`config.mk`:
```
export PLATFORM = sky130hd
export DESIGN_NAME = scarv_cop_palu_ctrl_flat
export DESIGN_NICKNAME = d
export VERILOG_FILES = /design/src/rtl/scarv_cop_palu_ctrl_if.sv /design/src/rtl/scarv_cop_palu_ctrl.sv /design/src/flat_wrapper.sv
export SDC_FILE = /design/constraint.sdc
export NUM_CORES = 1
export LEC_CHECK = 0
export BUFFER_PORTS_ARGS = -buffer_cell sky130_fd_sc_hd__buf_2
export CAP_MARGIN = 20
export CORE_AREA = 2 2 182 184
export CTS_CLUSTER_DIAMETER = 120
export CTS_CLUSTER_SIZE = 16
export DETAILED_ROUTE_END_ITERATION = 10
export DIE_AREA = 0 0 184 186
export GPL_TIMING_DRIVEN = 0
export REMOVE_ABC_BUFFERS = 1
export SETUP_SLACK_MARGIN = 0.4
export SLEW_MARGIN = 20
export SYNTH_ARGS = -nofsm -noshare
export SYNTH_HDL_FRONTEND = slang
export SYNTH_SLANG_ARGS = --single-unit
```
`constraint.sdc`:
```
create_clock -name g_clk -period 15.6 [get_ports g_clk]
set_input_delay 1.56 -clock g_clk [delete_from_list [all_inputs] [get_ports g_clk]]
set_output_delay 1.56 -clock g_clk [all_outputs]
set_load 0.02 [all_outputs]
```
`src/rtl/scarv_cop_palu_ctrl_if.sv`:
```
// Bundle of the PALU sequencer's decode, PALU, memory-writeback and CPR ports.
// master is the sequencer side, slave is the surrounding core/testbench side.
interface scarv_cop_palu_ctrl_if;
    logic        id_valid;
    logic        id_ready;
    logic [31:0] id_rs1;
    logic [31:0] id_rs2;
    logic [31:0] id_rs3;
    logic [31:0] id_gpr_rs1;
    logic [31:0] id_imm;
    logic [2:0]  id_pw;
    logic [2:0]  id_class;
    logic [3:0]  id_subclass;
    logic [3:0]  id_rd;

    logic        palu_ivalid;
    logic        palu_idone;
    logic [31:0] palu_rs1;
    logic [31:0] palu_rs2;
    logic [31:0] palu_rs3;
    logic [31:0] palu_gpr_rs1;
    logic [31:0] palu_imm;
    logic [2:0]  palu_pw;
    logic [2:0]  palu_class;
    logic [3:0]  palu_subclass;
    logic [3:0]  palu_cpr_rd_ben;
    logic [31:0] palu_cpr_rd_wdata;

    logic        mem_wen;
    logic [3:0]  mem_rd;
    logic [31:0] mem_wdata;
    logic        mem_ack;

    logic [3:0]  cpr_rd_addr;
    logic [3:0]  cpr_rd_ben;
    logic [31:0] cpr_rd_wdata;
    logic        ctrl_busy;
    logic        ctrl_err;

    modport master (
        input  id_valid, id_rs1, id_rs2, id_rs3, id_gpr_rs1, id_imm,
        input  id_pw, id_class, id_subclass, id_rd,
        output id_ready,
        output palu_ivalid, palu_rs1, palu_rs2, palu_rs3, palu_gpr_rs1,
        output palu_imm, palu_pw, palu_class, palu_subclass,
        input  palu_idone, palu_cpr_rd_ben, palu_cpr_rd_wdata,
        input  mem_wen, mem_rd, mem_wdata,
        output mem_ack,
        output cpr_rd_addr, cpr_rd_ben, cpr_rd_wdata, ctrl_busy, ctrl_err
    );

    modport slave (
        output id_valid, id_rs1, id_rs2, id_rs3, id_gpr_rs1, id_imm,
        output id_pw, id_class, id_subclass, id_rd,
        input  id_ready,
        input  palu_ivalid, palu_rs1, palu_rs2, palu_rs3, palu_gpr_rs1,
        input  palu_imm, palu_pw, palu_class, palu_subclass,
        output palu_idone, palu_cpr_rd_ben, palu_cpr_rd_wdata,
        output mem_wen, mem_rd, mem_wdata,
        input  mem_ack,
        input  cpr_rd_addr, cpr_rd_ben, cpr_rd_wdata, ctrl_busy, ctrl_err
    );
endinterface

```
`src/rtl/scarv_cop_palu_ctrl.sv`:
```
// PALU issue/writeback sequencer with a round-robin CPR write-port arbiter.
// Define SCARV_COP_PALU_CTRL_TIMEOUT_EN to add the EXEC watchdog and ctrl_err.
module scarv_cop_palu_ctrl #(
    parameter int TIMEOUT = 64
) (
    input  logic                  g_clk,
    input  logic                  g_reset,
    scarv_cop_palu_ctrl_if.master bus
);
    typedef enum logic [1:0] {S_IDLE, S_EXEC, S_WB} state_t;

    state_t      r_state;
    state_t      w_next;
    logic        r_ready;
    logic        r_ivalid;
    logic        r_busy;
    logic        r_err;
    logic        r_rr;
    logic [31:0] r_rs1;
    logic [31:0] r_rs2;
    logic [31:0] r_rs3;
    logic [31:0] r_gpr_rs1;
    logic [31:0] r_imm;
    logic [2:0]  r_pw;
    logic [2:0]  r_class;
    logic [3:0]  r_subclass;
    logic [3:0]  r_rd;
    logic [3:0]  r_res_ben;
    logic [31:0] r_res_data;

    logic w_take;
    logic w_done;
    logic w_abort;
    logic w_preq;
    logic w_pgnt;
    logic w_mgnt;

    assign w_take = (r_state == S_IDLE) && bus.id_valid;
    assign w_done = (r_state == S_EXEC) && bus.palu_idone;

`ifdef SCARV_COP_PALU_CTRL_TIMEOUT_EN
    localparam int CW = (TIMEOUT > 1) ? $clog2(TIMEOUT) : 1;
    localparam logic [CW-1:0] LAST = CW'(TIMEOUT - 1);

    logic [CW-1:0] r_cnt;

    assign w_abort = (r_state == S_EXEC) && !bus.palu_idone
                   && (r_cnt == LAST);

    always_ff @(posedge g_clk or posedge g_reset) begin
        if (g_reset) begin
            r_cnt <= '0;
        end else if (w_take) begin
            r_cnt <= '0;
        end else if (r_state == S_EXEC) begin
            r_cnt <= r_cnt + CW'(1);
        end
    end
`else
    assign w_abort = 1'b0;
`endif

    always_comb begin
        w_next = r_state;
        unique case (r_state)
            S_IDLE: if (bus.id_valid) w_next = S_EXEC;
            S_EXEC: begin
                if (bus.palu_idone) w_next = S_WB;
                else if (w_abort)   w_next = S_IDLE;
            end
            S_WB: if (r_res_ben == 4'd0 || w_pgnt) w_next = S_IDLE;
            default: w_next = S_IDLE;
        endcase
    end

    // PALU wins unless memory also asks and the pointer favours memory.
    assign w_preq = (r_state == S_WB) && (r_res_ben != 4'd0);
    assign w_pgnt = w_preq && (!bus.mem_wen || !r_rr);
    assign w_mgnt = bus.mem_wen && !w_pgnt;

    assign bus.mem_ack      = w_mgnt;
    assign bus.cpr_rd_addr  = w_pgnt ? r_rd
                            : (w_mgnt ? bus.mem_rd : 4'd0);
    assign bus.cpr_rd_ben   = w_pgnt ? r_res_ben
                            : (w_mgnt ? 4'hF : 4'd0);
    assign bus.cpr_rd_wdata = w_pgnt ? r_res_data
                            : (w_mgnt ? bus.mem_wdata : 32'd0);

    always_ff @(posedge g_clk or posedge g_reset) begin
        if (g_reset) begin
            r_state    <= S_IDLE;
            r_ready    <= 1'b1;
            r_ivalid   <= 1'b0;
            r_busy     <= 1'b0;
            r_err      <= 1'b0;
            r_rr       <= 1'b0;
            r_rs1      <= '0;
            r_rs2      <= '0;
            r_rs3      <= '0;
            r_gpr_rs1  <= '0;
            r_imm      <= '0;
            r_pw       <= '0;
            r_class    <= '0;
            r_subclass <= '0;
            r_rd       <= '0;
            r_res_ben  <= '0;
            r_res_data <= '0;
        end else begin
            r_state  <= w_next;
            r_ready  <= (w_next == S_IDLE);
            r_ivalid <= (w_next == S_EXEC);
            r_busy   <= (w_next != S_IDLE);
            r_err    <= w_abort;
            if (w_pgnt)      r_rr <= 1'b1;
            else if (w_mgnt) r_rr <= 1'b0;
            if (w_take) begin
                r_rs1      <= bus.id_rs1;
                r_rs2      <= bus.id_rs2;
                r_rs3      <= bus.id_rs3;
                r_gpr_rs1  <= bus.id_gpr_rs1;
                r_imm      <= bus.id_imm;
                r_pw       <= bus.id_pw;
                r_class    <= bus.id_class;
                r_subclass <= bus.id_subclass;
                r_rd       <= bus.id_rd;
            end
            if (w_done) begin
                r_res_ben  <= bus.palu_cpr_rd_ben;
                r_res_data <= bus.palu_cpr_rd_wdata;
            end
        end
    end

    assign bus.id_ready      = r_ready;
    assign bus.palu_ivalid   = r_ivalid;
    assign bus.ctrl_busy     = r_busy;
    assign bus.ctrl_err      = r_err;
    assign bus.palu_rs1      = r_rs1;
    assign bus.palu_rs2      = r_rs2;
    assign bus.palu_rs3      = r_rs3;
    assign bus.palu_gpr_rs1  = r_gpr_rs1;
    assign bus.palu_imm      = r_imm;
    assign bus.palu_pw       = r_pw;
    assign bus.palu_class    = r_class;
    assign bus.palu_subclass = r_subclass;
endmodule

```
`src/flat_wrapper.sv`:
```
// flat-port wrapper written by rule: the top's interface ports become plain ports
module scarv_cop_palu_ctrl_flat 
#(
    parameter int TIMEOUT = 64
)
  (g_clk, g_reset, bus_id_valid, bus_id_rs1, bus_id_rs2, bus_id_rs3, bus_id_gpr_rs1, bus_id_imm, bus_id_pw, bus_id_class, bus_id_subclass, bus_id_rd, bus_id_ready, bus_palu_ivalid, bus_palu_rs1, bus_palu_rs2, bus_palu_rs3, bus_palu_gpr_rs1, bus_palu_imm, bus_palu_pw, bus_palu_class, bus_palu_subclass, bus_palu_idone, bus_palu_cpr_rd_ben, bus_palu_cpr_rd_wdata, bus_mem_wen, bus_mem_rd, bus_mem_wdata, bus_mem_ack, bus_cpr_rd_addr, bus_cpr_rd_ben, bus_cpr_rd_wdata, bus_ctrl_busy, bus_ctrl_err);
  scarv_cop_palu_ctrl_if bus_i ();
  input  logic g_clk;
  input  logic g_reset;
  input wire logic [$bits(bus_i.id_valid)-1:0] bus_id_valid;
  input wire logic [$bits(bus_i.id_rs1)-1:0] bus_id_rs1;
  input wire logic [$bits(bus_i.id_rs2)-1:0] bus_id_rs2;
  input wire logic [$bits(bus_i.id_rs3)-1:0] bus_id_rs3;
  input wire logic [$bits(bus_i.id_gpr_rs1)-1:0] bus_id_gpr_rs1;
  input wire logic [$bits(bus_i.id_imm)-1:0] bus_id_imm;
  input wire logic [$bits(bus_i.id_pw)-1:0] bus_id_pw;
  input wire logic [$bits(bus_i.id_class)-1:0] bus_id_class;
  input wire logic [$bits(bus_i.id_subclass)-1:0] bus_id_subclass;
  input wire logic [$bits(bus_i.id_rd)-1:0] bus_id_rd;
  output wire logic [$bits(bus_i.id_ready)-1:0] bus_id_ready;
  output wire logic [$bits(bus_i.palu_ivalid)-1:0] bus_palu_ivalid;
  output wire logic [$bits(bus_i.palu_rs1)-1:0] bus_palu_rs1;
  output wire logic [$bits(bus_i.palu_rs2)-1:0] bus_palu_rs2;
  output wire logic [$bits(bus_i.palu_rs3)-1:0] bus_palu_rs3;
  output wire logic [$bits(bus_i.palu_gpr_rs1)-1:0] bus_palu_gpr_rs1;
  output wire logic [$bits(bus_i.palu_imm)-1:0] bus_palu_imm;
  output wire logic [$bits(bus_i.palu_pw)-1:0] bus_palu_pw;
  output wire logic [$bits(bus_i.palu_class)-1:0] bus_palu_class;
  output wire logic [$bits(bus_i.palu_subclass)-1:0] bus_palu_subclass;
  input wire logic [$bits(bus_i.palu_idone)-1:0] bus_palu_idone;
  input wire logic [$bits(bus_i.palu_cpr_rd_ben)-1:0] bus_palu_cpr_rd_ben;
  input wire logic [$bits(bus_i.palu_cpr_rd_wdata)-1:0] bus_palu_cpr_rd_wdata;
  input wire logic [$bits(bus_i.mem_wen)-1:0] bus_mem_wen;
  input wire logic [$bits(bus_i.mem_rd)-1:0] bus_mem_rd;
  input wire logic [$bits(bus_i.mem_wdata)-1:0] bus_mem_wdata;
  output wire logic [$bits(bus_i.mem_ack)-1:0] bus_mem_ack;
  output wire logic [$bits(bus_i.cpr_rd_addr)-1:0] bus_cpr_rd_addr;
  output wire logic [$bits(bus_i.cpr_rd_ben)-1:0] bus_cpr_rd_ben;
  output wire logic [$bits(bus_i.cpr_rd_wdata)-1:0] bus_cpr_rd_wdata;
  output wire logic [$bits(bus_i.ctrl_busy)-1:0] bus_ctrl_busy;
  output wire logic [$bits(bus_i.ctrl_err)-1:0] bus_ctrl_err;
  assign bus_i.id_valid = bus_id_valid;
  assign bus_i.id_rs1 = bus_id_rs1;
  assign bus_i.id_rs2 = bus_id_rs2;
  assign bus_i.id_rs3 = bus_id_rs3;
  assign bus_i.id_gpr_rs1 = bus_id_gpr_rs1;
  assign bus_i.id_imm = bus_id_imm;
  assign bus_i.id_pw = bus_id_pw;
  assign bus_i.id_class = bus_id_class;
  assign bus_i.id_subclass = bus_id_subclass;
  assign bus_i.id_rd = bus_id_rd;
  assign bus_id_ready = bus_i.id_ready;
  assign bus_palu_ivalid = bus_i.palu_ivalid;
  assign bus_palu_rs1 = bus_i.palu_rs1;
  assign bus_palu_rs2 = bus_i.palu_rs2;
  assign bus_palu_rs3 = bus_i.palu_rs3;
  assign bus_palu_gpr_rs1 = bus_i.palu_gpr_rs1;
  assign bus_palu_imm = bus_i.palu_imm;
  assign bus_palu_pw = bus_i.palu_pw;
  assign bus_palu_class = bus_i.palu_class;
  assign bus_palu_subclass = bus_i.palu_subclass;
  assign bus_i.palu_idone = bus_palu_idone;
  assign bus_i.palu_cpr_rd_ben = bus_palu_cpr_rd_ben;
  assign bus_i.palu_cpr_rd_wdata = bus_palu_cpr_rd_wdata;
  assign bus_i.mem_wen = bus_mem_wen;
  assign bus_i.mem_rd = bus_mem_rd;
  assign bus_i.mem_wdata = bus_mem_wdata;
  assign bus_mem_ack = bus_i.mem_ack;
  assign bus_cpr_rd_addr = bus_i.cpr_rd_addr;
  assign bus_cpr_rd_ben = bus_i.cpr_rd_ben;
  assign bus_cpr_rd_wdata = bus_i.cpr_rd_wdata;
  assign bus_ctrl_busy = bus_i.ctrl_busy;
  assign bus_ctrl_err = bus_i.ctrl_err;
  scarv_cop_palu_ctrl #(.TIMEOUT(TIMEOUT)) u_core (.g_clk(g_clk), .g_reset(g_reset), .bus(bus_i));
endmodule
```
==> results of run 1 <==
## cell usage after synthesis (all sizes together)
master and instances:
o22ai 1, nor4 1, nand2b 3, inv 2, dfrtp 215, nor3b 2
or2 1, o31a 1, nor2 1, a21o 4, nand2 2, a22o 36
o31ai 1, dfstp 1, nor2b 1, conb 1, buf 31, a21oi 2
mux2 210, nand3b 1
## layer usage
layer	share of wire	vias to the layer above	GRT usage
li1	-	2800	-
met2	0.51	284	0.236
met3	0.10	24	0.0462
met4	0.018	0	0.0333
met5	0	-	0
met1	0.37	2962	0.139
## power by group
group          total (uW)  internal (uW)  switching, uW
clock network         401            202            199
logic                1090            478            615
registers             991            843            148
## state kept, by name, indices dropped and copies added, names as in the netlist
register                  flops
u_core.r_res_ben              4
u_core.r_rr                   1
u_core.r_state                2
u_core.bus.palu_pw            3
u_core.bus.palu_gpr_rs1      32
u_core.bus.palu_rs2          32
u_core.bus.palu_rs3          32
u_core.bus.ctrl_busy          1
u_core.bus.palu_class         3
u_core.bus.palu_ivalid        1
u_core.bus.id_ready           1
u_core.r_res_data            32
u_core.bus.palu_imm          32
u_core.bus.palu_rs1          32
u_core.bus.palu_subclass      4
u_core.r_rd                   4
## metrics by stage
step	area (sq um)	worst slack, ns	utilization
finish	11900	10.96	0.369
global route	11900	10.92	0.369
CTS	11900	10.98	0.369
detailed placement	11400	10.98	0.354
global placement	11100	2.64	0.345
floorplan	8270	6.55	-
## kinds of logic (layout without fill, tap and decap cells)
group / after synthesis / in the layout / share of synthesized area
buffers and inverters: 33 / 509 / 0.0288
other: 1 / 3 / 0.000441
DFF: 216 / 216 / 0.635
AOI/OAI and AO/OA: 45 / 45 / 0.0454
and+or+nand+nor: 12 / 12 / 0.0121
muxes: 210 / 210 / 0.278
## layout make-up
type / count / area share
Sequential cell: 216 / 0.455
Multi-Input combinational cell: 268 / 0.241
Timing Repair Buffer: 482 / 0.220
Tap cell: 408 / 0.0429
Clock buffer: 23 / 0.0377
Clock inverter: 2 / 0.00147
Inverter: 2 / 0.00126
Antenna cell: 2 / 0.000421
## worst register-to-register path, stage by stage (launching register included)
cell and delay (ns):
dfrtp_1 0.45, nor3b_4 0.29, buf_8 0.21, buf_6 0.22, buf_8 0.21, buf_16 0.17
buf_8 0.17, mux2_2 0.35
## how the worst max path moves through the flow
stage                               endpoint  cells after the start    startpoint  slack (ns)
CTS                      bus_cpr_rd_wdata[0]                      6   bus_mem_wen       10.98
detailed placement       bus_cpr_rd_wdata[0]                      6   bus_mem_wen       10.98
floorplan           u_core.bus.palu_class[0]                      2  bus_id_valid        6.55
global placement     u_core.bus.palu_rs3[16]                      3  bus_id_valid        2.64
finish                   bus_cpr_rd_wdata[0]                      6   bus_mem_wen       10.96
global route            bus_cpr_rd_wdata[23]                      6   bus_mem_wen       10.92
==> results.sh, run 1 <==
export IMPL_slew_viol_final=0
export IMPL_min_delay_start="u_core.bus.palu_rs2[8]"
export IMPL_clk_pin_slew_ns=0.07
export IMPL_cts_inserted_buffers=17
export IMPL_drtIter0Drc=121
export IMPL_synthToLayoutAreaGrowth_pct=39.7
export IMPL_p_leak_uw=0.00576
export IMPL_cpMaxStageDelayCell="nor3b_4"
export IMPL_finClkSkew_ns=0.00992
export IMPL_root_buffer="clkbuf_16"
export IMPL_fin_crit_sh=0.297
export IMPL_cts_tree="yes"
export IMPL_drtAntennaViolNets=0
export IMPL_worst_pin_slew_ns=0.750
export IMPL_track_usage=0.128
export IMPL_grt_pass1_vias=6193
export IMPL_io_buffers=464
export IMPL_dpl_hpwl_um=18100
export IMPL_power_total_uw=2490
export IMPL_cts_sinks=216
export IMPL_syn_area_sq_um=8510
export IMPL_cp_slowest_stage_delay_ns=0.65
export IMPL_yosysTopAreaCell="dfrtp_1"
export IMPL_relSlewSlack=0.499
export IMPL_reg2reg_from="u_core.r_state[0]"
export IMPL_outcome="completed"
export IMPL_drc=0
export IMPL_crit_required_ns=14.04
export IMPL_cp_data_arrival_time_ns=3.08
export IMPL_synth_cells=517
export IMPL_viasPerCell=4.33
export IMPL_ys_ff_latch=216
export IMPL_end_kind="primary output"
export IMPL_place_congestion=0.727
export IMPL_postCtsHoldBufs=0
export IMPL_dieArea_sq_um=34200
export IMPL_drive_above_1_share=0.710
export IMPL_drt_pass1_iterations=3
export IMPL_routed_wl_um=23300
export IMPL_path_class="in -> out"
export IMPL_nFillCells=3173
export IMPL_grt_pass1_wl_um=34300
export IMPL_rrSetupSlack_ns=13.43
export IMPL_drv_cap=0
export IMPL_cp_common_cell="buf_2"
export IMPL_vias=6070
export IMPL_worstHoldPathType="reg -> reg"
export IMPL_ys_warn_count=0
export IMPL_start_kind="primary input"
export IMPL_whs_ns=0.483
export IMPL_syn_avg_cell_area_sq_um=16.5
export IMPL_post_cts_repair_setup_buffers=0
export IMPL_clock_latency_ns=0.50
export IMPL_synth_seq_area_share=0.635
export IMPL_seqCellArea_sq_um=5410
export IMPL_yosys_area_top_type_share=0.632
export IMPL_routedWlPerCell_um=16.6
export IMPL_post_cts_resized=0
export IMPL_grt_start_max_net_pins=101
export IMPL_antenna_found_initial=1
export IMPL_reg2regPathDepth=7
export IMPL_fmaxAchievable_ghz=0.216
export IMPL_multi_input_area_sq_um=2860
export IMPL_start_util=0.264
export IMPL_fp_dieW_um=184
export IMPL_grt_setup_unrepaired="no"
export IMPL_finalHoldViolCount=0
export IMPL_regToRegEndpoint="u_core.bus.palu_imm[14]"
export IMPL_yosys_cell_types_count=24
export IMPL_synthTopCellsByArea="dfrtp_1 (63%), mux2_2 (26%), a22o_1 (3.7%), buf_4 (2.0%), mux2_1 (1.7%)"
export IMPL_final_cell_mix="buf_2 (464), dfrtp_1 (215), mux2_2 (197), a22o_1 (36), clkbuf_16 (17)"
export IMPL_period_minus_slack_ns=4.64
export IMPL_path_cells="buf_2, nand2_1, nor3b_4, buf_6, a22o_1, buf_2"
export IMPL_layoutNonFillerInstCount=1403
export IMPL_min_to="u_core.bus.palu_rs2[8]"
export IMPL_io_pins=466
export IMPL_fp_row_count=66
export IMPL_core_area_sq_um=32200
export IMPL_holdPathStages=1
export IMPL_overflow=0
export IMPL_final_common_cell="buf_2"
export IMPL_tns_ns=0
export IMPL_cts_buffer_depth=3
export IMPL_finalNetCount=1238
export IMPL_place_inst=1376
export IMPL_p_per_area_nw_per_um2=209
export IMPL_irDropWorstVdd_uv=108
export IMPL_setup_violations=0
export IMPL_path_max_fanout=22
export IMPL_die_y_um=186
export IMPL_crit_buf_inv=3
export IMPL_htreeDepth=1
export IMPL_path_delay_family="simple AND/OR/NAND/NOR gates"
Note: power is estimated with default switching activity, not from simulation.
==> run 2, diff against run 1 <==
Settings changed: CORE_AREA 2 2 182 184 to 2 2 183 185, DIE_AREA 0 0 184 186 to 0 0 185 187.
Clock period 15.6 ns to 3.8 ns, I/O delays scaled along.
==> run 2 against run 1 <==
Against the previous run: core utilization is 0.67 points lower; final cell count is 2.9% higher; combinational power grew to 4.1 times the previous value; sequential cell count stayed put; non-clock buffer count is 1 higher; wire length is 4.1% lower; register-to-register slack worse by 12 ns; setup slack worse by 10 ns; clock power grew to 4.1 times the previous value; sequential power grew to 4.1 times the previous value; via count is 0.20% lower; worst hold slack worse by 0.38 ns.
==> results.sh, run 2 (synthesized netlist as in run 1, its figures left out) <==
export IMPL_outcome="completed"
export IMPL_fin_area_sq_um=11900
export IMPL_setup_violations=0
export IMPL_cts_sinks=216
export IMPL_multi_input_area_sq_um=2860
export IMPL_period_minus_slack_ns=2.83
export IMPL_io_buffers=464
export IMPL_place_ws_ns=1.20
export IMPL_worst_pin_slew_ns=0.663
export IMPL_drtAntennaViolNets=0
export IMPL_viasPerCell=4.20
export IMPL_final_cell_mix="buf_2 (464), dfrtp_1 (215), mux2_2 (197), a22o_1 (36), clkbuf_16 (17)"
export IMPL_nFillCells=3301
export IMPL_synthToLayoutAreaGrowth_pct=39.9
export IMPL_io_pins=466
export IMPL_root_buffer="clkbuf_16"
export IMPL_post_cts_repair_setup_buffers=0
export IMPL_track_usage=0.123
export IMPL_overflow=0
export IMPL_end_kind="primary output"
export IMPL_finClkSkew_ns=0.0104
export IMPL_core_area_sq_um=32900
export IMPL_power_internal_uw=6230
export IMPL_cts_buffer_depth=3
export IMPL_path_max_fanout=23
export IMPL_routed_wl_um=22300
export IMPL_irDropWorstVdd_uv=454
export IMPL_vias=6058
export IMPL_die_y_um=187
export IMPL_power_share_clock=0.162
export IMPL_rrSetupSlack_ns=1.26
export IMPL_fin_crit_sh=0.745
export IMPL_seqPwrFrac=0.401
export IMPL_power_frac_comb=0.437
export IMPL_clock_latency_ns=0.49
export IMPL_drive_above_1_share=0.709
export IMPL_grt_pass1_vias=6240
export IMPL_final_common_cell="buf_2"
export IMPL_routedWlPerCell_um=15.5
export IMPL_drv_cap=0
export IMPL_fp_row_count=67
export IMPL_power_total_uw=10100
export IMPL_p_per_area_nw_per_um2=850
export IMPL_worstHoldPathType="in -> reg"
export IMPL_cp_data_arrival_time_ns=2.45
export IMPL_dpl_hpwl_um=17400
export IMPL_finalNetCount=1239
export IMPL_slew_viol_final=0
export IMPL_switchingPower_uw=3890
export IMPL_seqCellArea_sq_um=5410
export IMPL_grt_pass1_wl_um=33900
export IMPL_cts_tree="yes"
export IMPL_drtIter0Drc=118
export IMPL_drt_pass1_iterations=4
export IMPL_path_class="reg -> out"
export IMPL_p_leak_uw=0.00575
export IMPL_swShare=0.384
export IMPL_start_kind="flop"
export IMPL_htreeDepth=1
export IMPL_fmaxAchievable_ghz=0.353
export IMPL_place_congestion=0.783
export IMPL_grt_start_max_net_pins=98
export IMPL_antenna_found_initial=1
export IMPL_drc=0
export IMPL_clk_pin_slew_ns=0.07
export IMPL_finalHoldViolCount=0
export IMPL_grt_setup_unrepaired="no"
export IMPL_fp_dieW_um=185
export IMPL_placed_area_sq_um=11400
export IMPL_fin_ws_ns=0.969
export IMPL_dieArea_sq_um=34600
export IMPL_crit_required_ns=3.42
export IMPL_cts_inserted_buffers=17
export IMPL_start_util=0.259
export IMPL_relSlewSlack=0.557
-- run 2: cell types whose count changed in the layout (fill, tap and decap cells not counted) --
cell | before | now
buf_16 | 4 | 2
buf_6 | 6 | 9
diode_2 | 2 | 1
dlygate4sd3_1 | 0 | 1
buf_8 | 8 | 7
-- run 2: power groups by stage --
stage	Combinational, uW	Clock (uW)	Sequential, uW
2_1_floorplan	1750	0	5220
3_3_place_gp	4530	0	4070
3_5_place_dp	4490	0	4100
4_1_cts	4500	1730	4070
5_1_grt	4710	1810	4220
6_report	4430	1640	4060
-- run 2: worst max-delay path: stages, from the launching register on --
cell      delay (ns)
dfrtp_1         0.47
nand2b_1        0.26
nor3b_4         0.60
buf_6           0.29
a22o_1          0.17
buf_2           0.16
-- run 2: final cells by class --
| cell class | count | share of cell area |
|---|---|---|
| Clock buffer | 23 | 0.0376 |
| Sequential cell | 216 | 0.454 |
| Timing Repair Buffer | 483 | 0.218 |
| Inverter | 2 | 0.00126 |
| Clock inverter | 2 | 0.00147 |
| Tap cell | 448 | 0.0471 |
| Antenna cell | 1 | 0.000210 |
| Multi-Input combinational cell | 268 | 0.241 |
-- run 2: metrics by stage --
step | utilization | instances | hold slack, ns | setup TNS (ns)
4_1_cts | 0.362 | 1442 | 0.0691 | 0
3_3_place_gp | 0.339 | 1398 | 0.465 | -2445.10
2_1_floorplan | - | 486 | 0.479 | -1272.78
3_5_place_dp | 0.348 | 1416 | 0.349 | 0
6_report | 0.362 | 1443 | 0.101 | 0
5_1_grt | 0.362 | 1443 | 0.0794 | 0
-- run 2: final timing paths --
| path | from | endpoint | depth (start not counted) |
|---|---|---|---|
| worst max-delay path | u_core.r_state[0] | bus_cpr_rd_wdata[0] | 5 |
| worst min register to register | u_core.bus.palu_rs2[18] | u_core.bus.palu_rs2[18] | 1 |
| worst max register to register | u_core.r_state[0] | u_core.bus.palu_rs3[21] | 7 |
| max in group asynchronous | g_reset | u_core.bus.palu_rs1[22] | 4 |
| worst min-delay path | bus_id_rs2[14] | u_core.bus.palu_rs2[14] | 2 |
| min in group asynchronous | g_reset | u_core.bus.palu_rs3[18] | 3 |
-- run 2: per-layer routing --
layer	GRT usage	wire length, um	vias to the layer above
met1	0.139	8380	2935
li1	-	-	2799
met4	0.0406	642	0
met5	0	0	-
met2	0.220	11200	283
met3	0.0372	2130	41
-- run 2: repair_timing --
item,4_1_cts,5_1_grt
hold buffers,1,0
endpoints found under the hold margin,23,0
resized for setup,0,0
==> run 3, diff against run 2 <==
Settings changed: ABC_AREA set to 1, CORE_AREA 2 2 183 185 to 2 2 182 184, DIE_AREA 0 0 185 187 to 0 0 184 186.
Clock period 3.8 ns to 2.6 ns, I/O delays scaled along.
==> run 3 against run 2 <==
Against the previous run: first-iteration DRC count grew to 4.5 times the previous value; core utilization is 8.7 points higher; global-route usage is 7.3 points higher; total power is 59% higher; sequential power is 47% higher; cell area is 22% higher; clock-buffer cell count stayed put; sequential share of layout area is 8.0 points lower; setup slack worse by 0.55 ns; critical endpoint is now bus_cpr_rd_wdata[24]; largest cell class unchanged; largest power group unchanged.
==> results.sh, run 3 <==
export IMPL_final_common_cell="buf_2"
export IMPL_synthFlopType="dfrtp_1"
export IMPL_seqCellArea_sq_um=5410
export IMPL_vias=9877
export IMPL_finalHoldViolCount=0
export IMPL_drc=0
export IMPL_period_minus_slack_ns=2.18
export IMPL_crit_required_ns=2.34
export IMPL_end_kind="primary output"
export IMPL_io_buffers=464
export IMPL_synth_most_common_cell="nand2_1"
export IMPL_syn_avg_cell_area_sq_um=8.63
export IMPL_grt_pass1_wl_um=52900
export IMPL_cts_inserted_buffers=17
export IMPL_synthToLayoutAreaGrowth_pct=57.3
export IMPL_final_cell_mix="buf_2 (449), nand2_1 (414), dfrtp_1 (212), nand3_1 (210), dlygate4sd3_1 (174)"
export IMPL_grt_setup_unrepaired="yes"
export IMPL_worstHoldPathType="in -> reg"
export IMPL_cts_tree="yes"
export IMPL_overflow=0
export IMPL_irDropWorstVdd_uv=796
export IMPL_p_leak_uw=0.00799
export IMPL_synth_seq_area_share=0.587
export IMPL_cts_sinks=216
export IMPL_dieArea_sq_um=34200
export IMPL_routedWlPerCell_um=17.3
export IMPL_track_usage=0.197
export IMPL_yosysTopAreaCell="dfrtp_1"
export IMPL_syn_area_sq_um=9210
export IMPL_cpMaxStageDelayCell="dfrtp_1"
export IMPL_relSlewSlack=0.517
export IMPL_fin_crit_sh=0.840
export IMPL_whs_ns=0.0188
export IMPL_yosys_top_cells_count="nand2_1 (421), dfrtp_1 (215), nand3_1 (211)"
export IMPL_core_area_sq_um=32200
export IMPL_fp_row_count=66
export IMPL_worst_pin_slew_ns=0.723
export IMPL_drv_cap=0
export IMPL_tns_ns=0
export IMPL_async_flop_share=1.00
export IMPL_die_y_um=186
export IMPL_io_pins=466
export IMPL_cts_buffer_depth=3
export IMPL_yosys_cell_types_count=23
export IMPL_path_max_fanout=11
export IMPL_multi_input_area_sq_um=3400
export IMPL_synthTopCellsByArea="dfrtp_1 (58%), nand2_1 (17%), nand3_1 (11%), nand4_1 (2.4%), buf_2 (2.4%)"
export IMPL_start_kind="flop"
export IMPL_clock_latency_ns=0.49
export IMPL_p_per_area_nw_per_um2=1110
export IMPL_path_cells="nor2_4, nand2_8, nand3_4, nand3_1, nand2_2, buf_2"
export IMPL_finalNetCount=1923
export IMPL_place_congestion=0.824
export IMPL_viasPerCell=4.73
export IMPL_fin_util=0.450
export IMPL_routed_wl_um=36100
export IMPL_drtIter0Drc=527
export IMPL_cp_data_arrival_time_ns=1.92
export IMPL_synth_edf_count=0
export IMPL_synth_cells=1067
export IMPL_outcome="completed"
export IMPL_setup_violations=0
export IMPL_drive_above_1_share=0.321
export IMPL_finClkSkew_ns=0.0110
export IMPL_ys_warn_count=0
export IMPL_drt_pass1_iterations=5
export IMPL_slew_viol_final=0
export IMPL_htreeDepth=1
export IMPL_cp_slowest_stage_delay_ns=0.41
export IMPL_clk_pin_slew_ns=0.07
export IMPL_fmaxAchievable_ghz=0.458
export IMPL_grt_start_max_net_pins=97
export IMPL_nFillCells=3060
export IMPL_ys_ff_latch=216
export IMPL_dpl_hpwl_um=21600
export IMPL_start_util=0.286
export IMPL_fp_dieW_um=184
export IMPL_drtAntennaViolNets=0
export IMPL_antenna_found_initial=2
export IMPL_yosys_area_top_type_share=0.584
export IMPL_grt_pass1_vias=9539
export IMPL_path_class="reg -> out"
export IMPL_root_buffer="clkbuf_16"
-- run 3: cell types whose count changed in the layout (fill, tap and decap cells not counted), moves of 7 or more --
cell | before | now
mux2_1 | 13 | 0
dlygate4sd3_1 | 1 | 174
a22o_1 | 36 | 0
nand3_4 | 0 | 7
nand4_1 | 0 | 36
buf_2 | 464 | 449
inv_1 | 1 | 38
buf_4 | 0 | 24
nand2_1 | 2 | 414
mux2_2 | 197 | 0
nand3_1 | 0 | 210
o21ai_0 | 0 | 16
o21ai_1 | 0 | 22
buf_6 | 9 | 0
-- run 3: critical path, delay by kind of cell, from the launching register on --
| kind | cells | cell delay [ns] |
|---|---|---|
| simple gates | 5 | 0.82 |
| flops | 1 | 0.41 |
| buf+inv | 1 | 0.19 |
-- run 3: path summary, 6_finish.rpt --
kind                       depth (start not counted)                     from  slack [ns]                          end
setup / recovery                                   6      u_core.r_res_ben[1]        0.42         bus_cpr_rd_wdata[24]
hold / removal                                     3           bus_id_rs2[31]        0.02      u_core.bus.palu_rs2[31]
setup reg to reg                                   9        u_core.r_state[0]        0.54  u_core.bus.palu_gpr_rs1[18]
hold reg to reg                                    2  u_core.bus.palu_imm[11]        0.47      u_core.bus.palu_imm[11]
max in group asynchronous                          4                  g_reset        1.43      u_core.bus.palu_rs3[27]
min in group asynchronous                          3                  g_reset        0.33        u_core.r_res_data[15]
-- run 3: what timing repair did --
item                       4_1_cts  5_1_grt
setup endpoints to repair      175       37
buffers inserted                 7        3
hold buffers                   172        2
pin swaps                        7       11
resized for setup               17       21
gates cloned                    10        2
hold endpoints to repair       218        2
-- run 3: power breakdown --
part | total [uW] | switching [uW] | leakage, uW | internal [uW]
Combinational | 7750 | 5150 | 0.00511 | 2600
Clock | 2440 | 1230 | 0.000226 | 1210
Sequential | 5950 | 921 | 0.00266 | 5030
-- run 3: layout make-up --
type | instances | area share
inverter | 40 | 0.0109
sequential | 216 | 0.374
clock buffer | 23 | 0.0309
multi-input combinational | 735 | 0.235
tap | 408 | 0.0352
antenna | 2 | 0.000346
clock inverter | 2 | 0.00121
timing repair buffer | 662 | 0.313
-- run 3: logic make-up after synthesis --
logic type	synth area share
AO/OA/AOI/OAI	0.0234
buffers and inverters	0.0699
other	0.000407
AND/OR/NAND/NOR	0.319
flip-flops	0.587
-- run 3: metal layers --
metal	global-route usage	up-vias	share of wire
li1	-	4672	-
met1	0.233	4638	0.39
met2	0.349	490	0.49
met3	0.0460	77	0.084
met4	0.0688	0	0.033
met5	0	-	0
-- run 3: metrics by stage --
stage	worst slack, ns	instances	power (uW)	cell area, sq um
3_5_place_dp	-0.603	1865	13100	11900
4_1_cts	0.404	2079	16100	14300
3_3_place_gp	-6.40	1853	12700	11500
2_1_floorplan	-3.57	981	9970	8710
5_1_grt	0.350	2088	17200	14500
6_report	0.415	2088	16100	14500
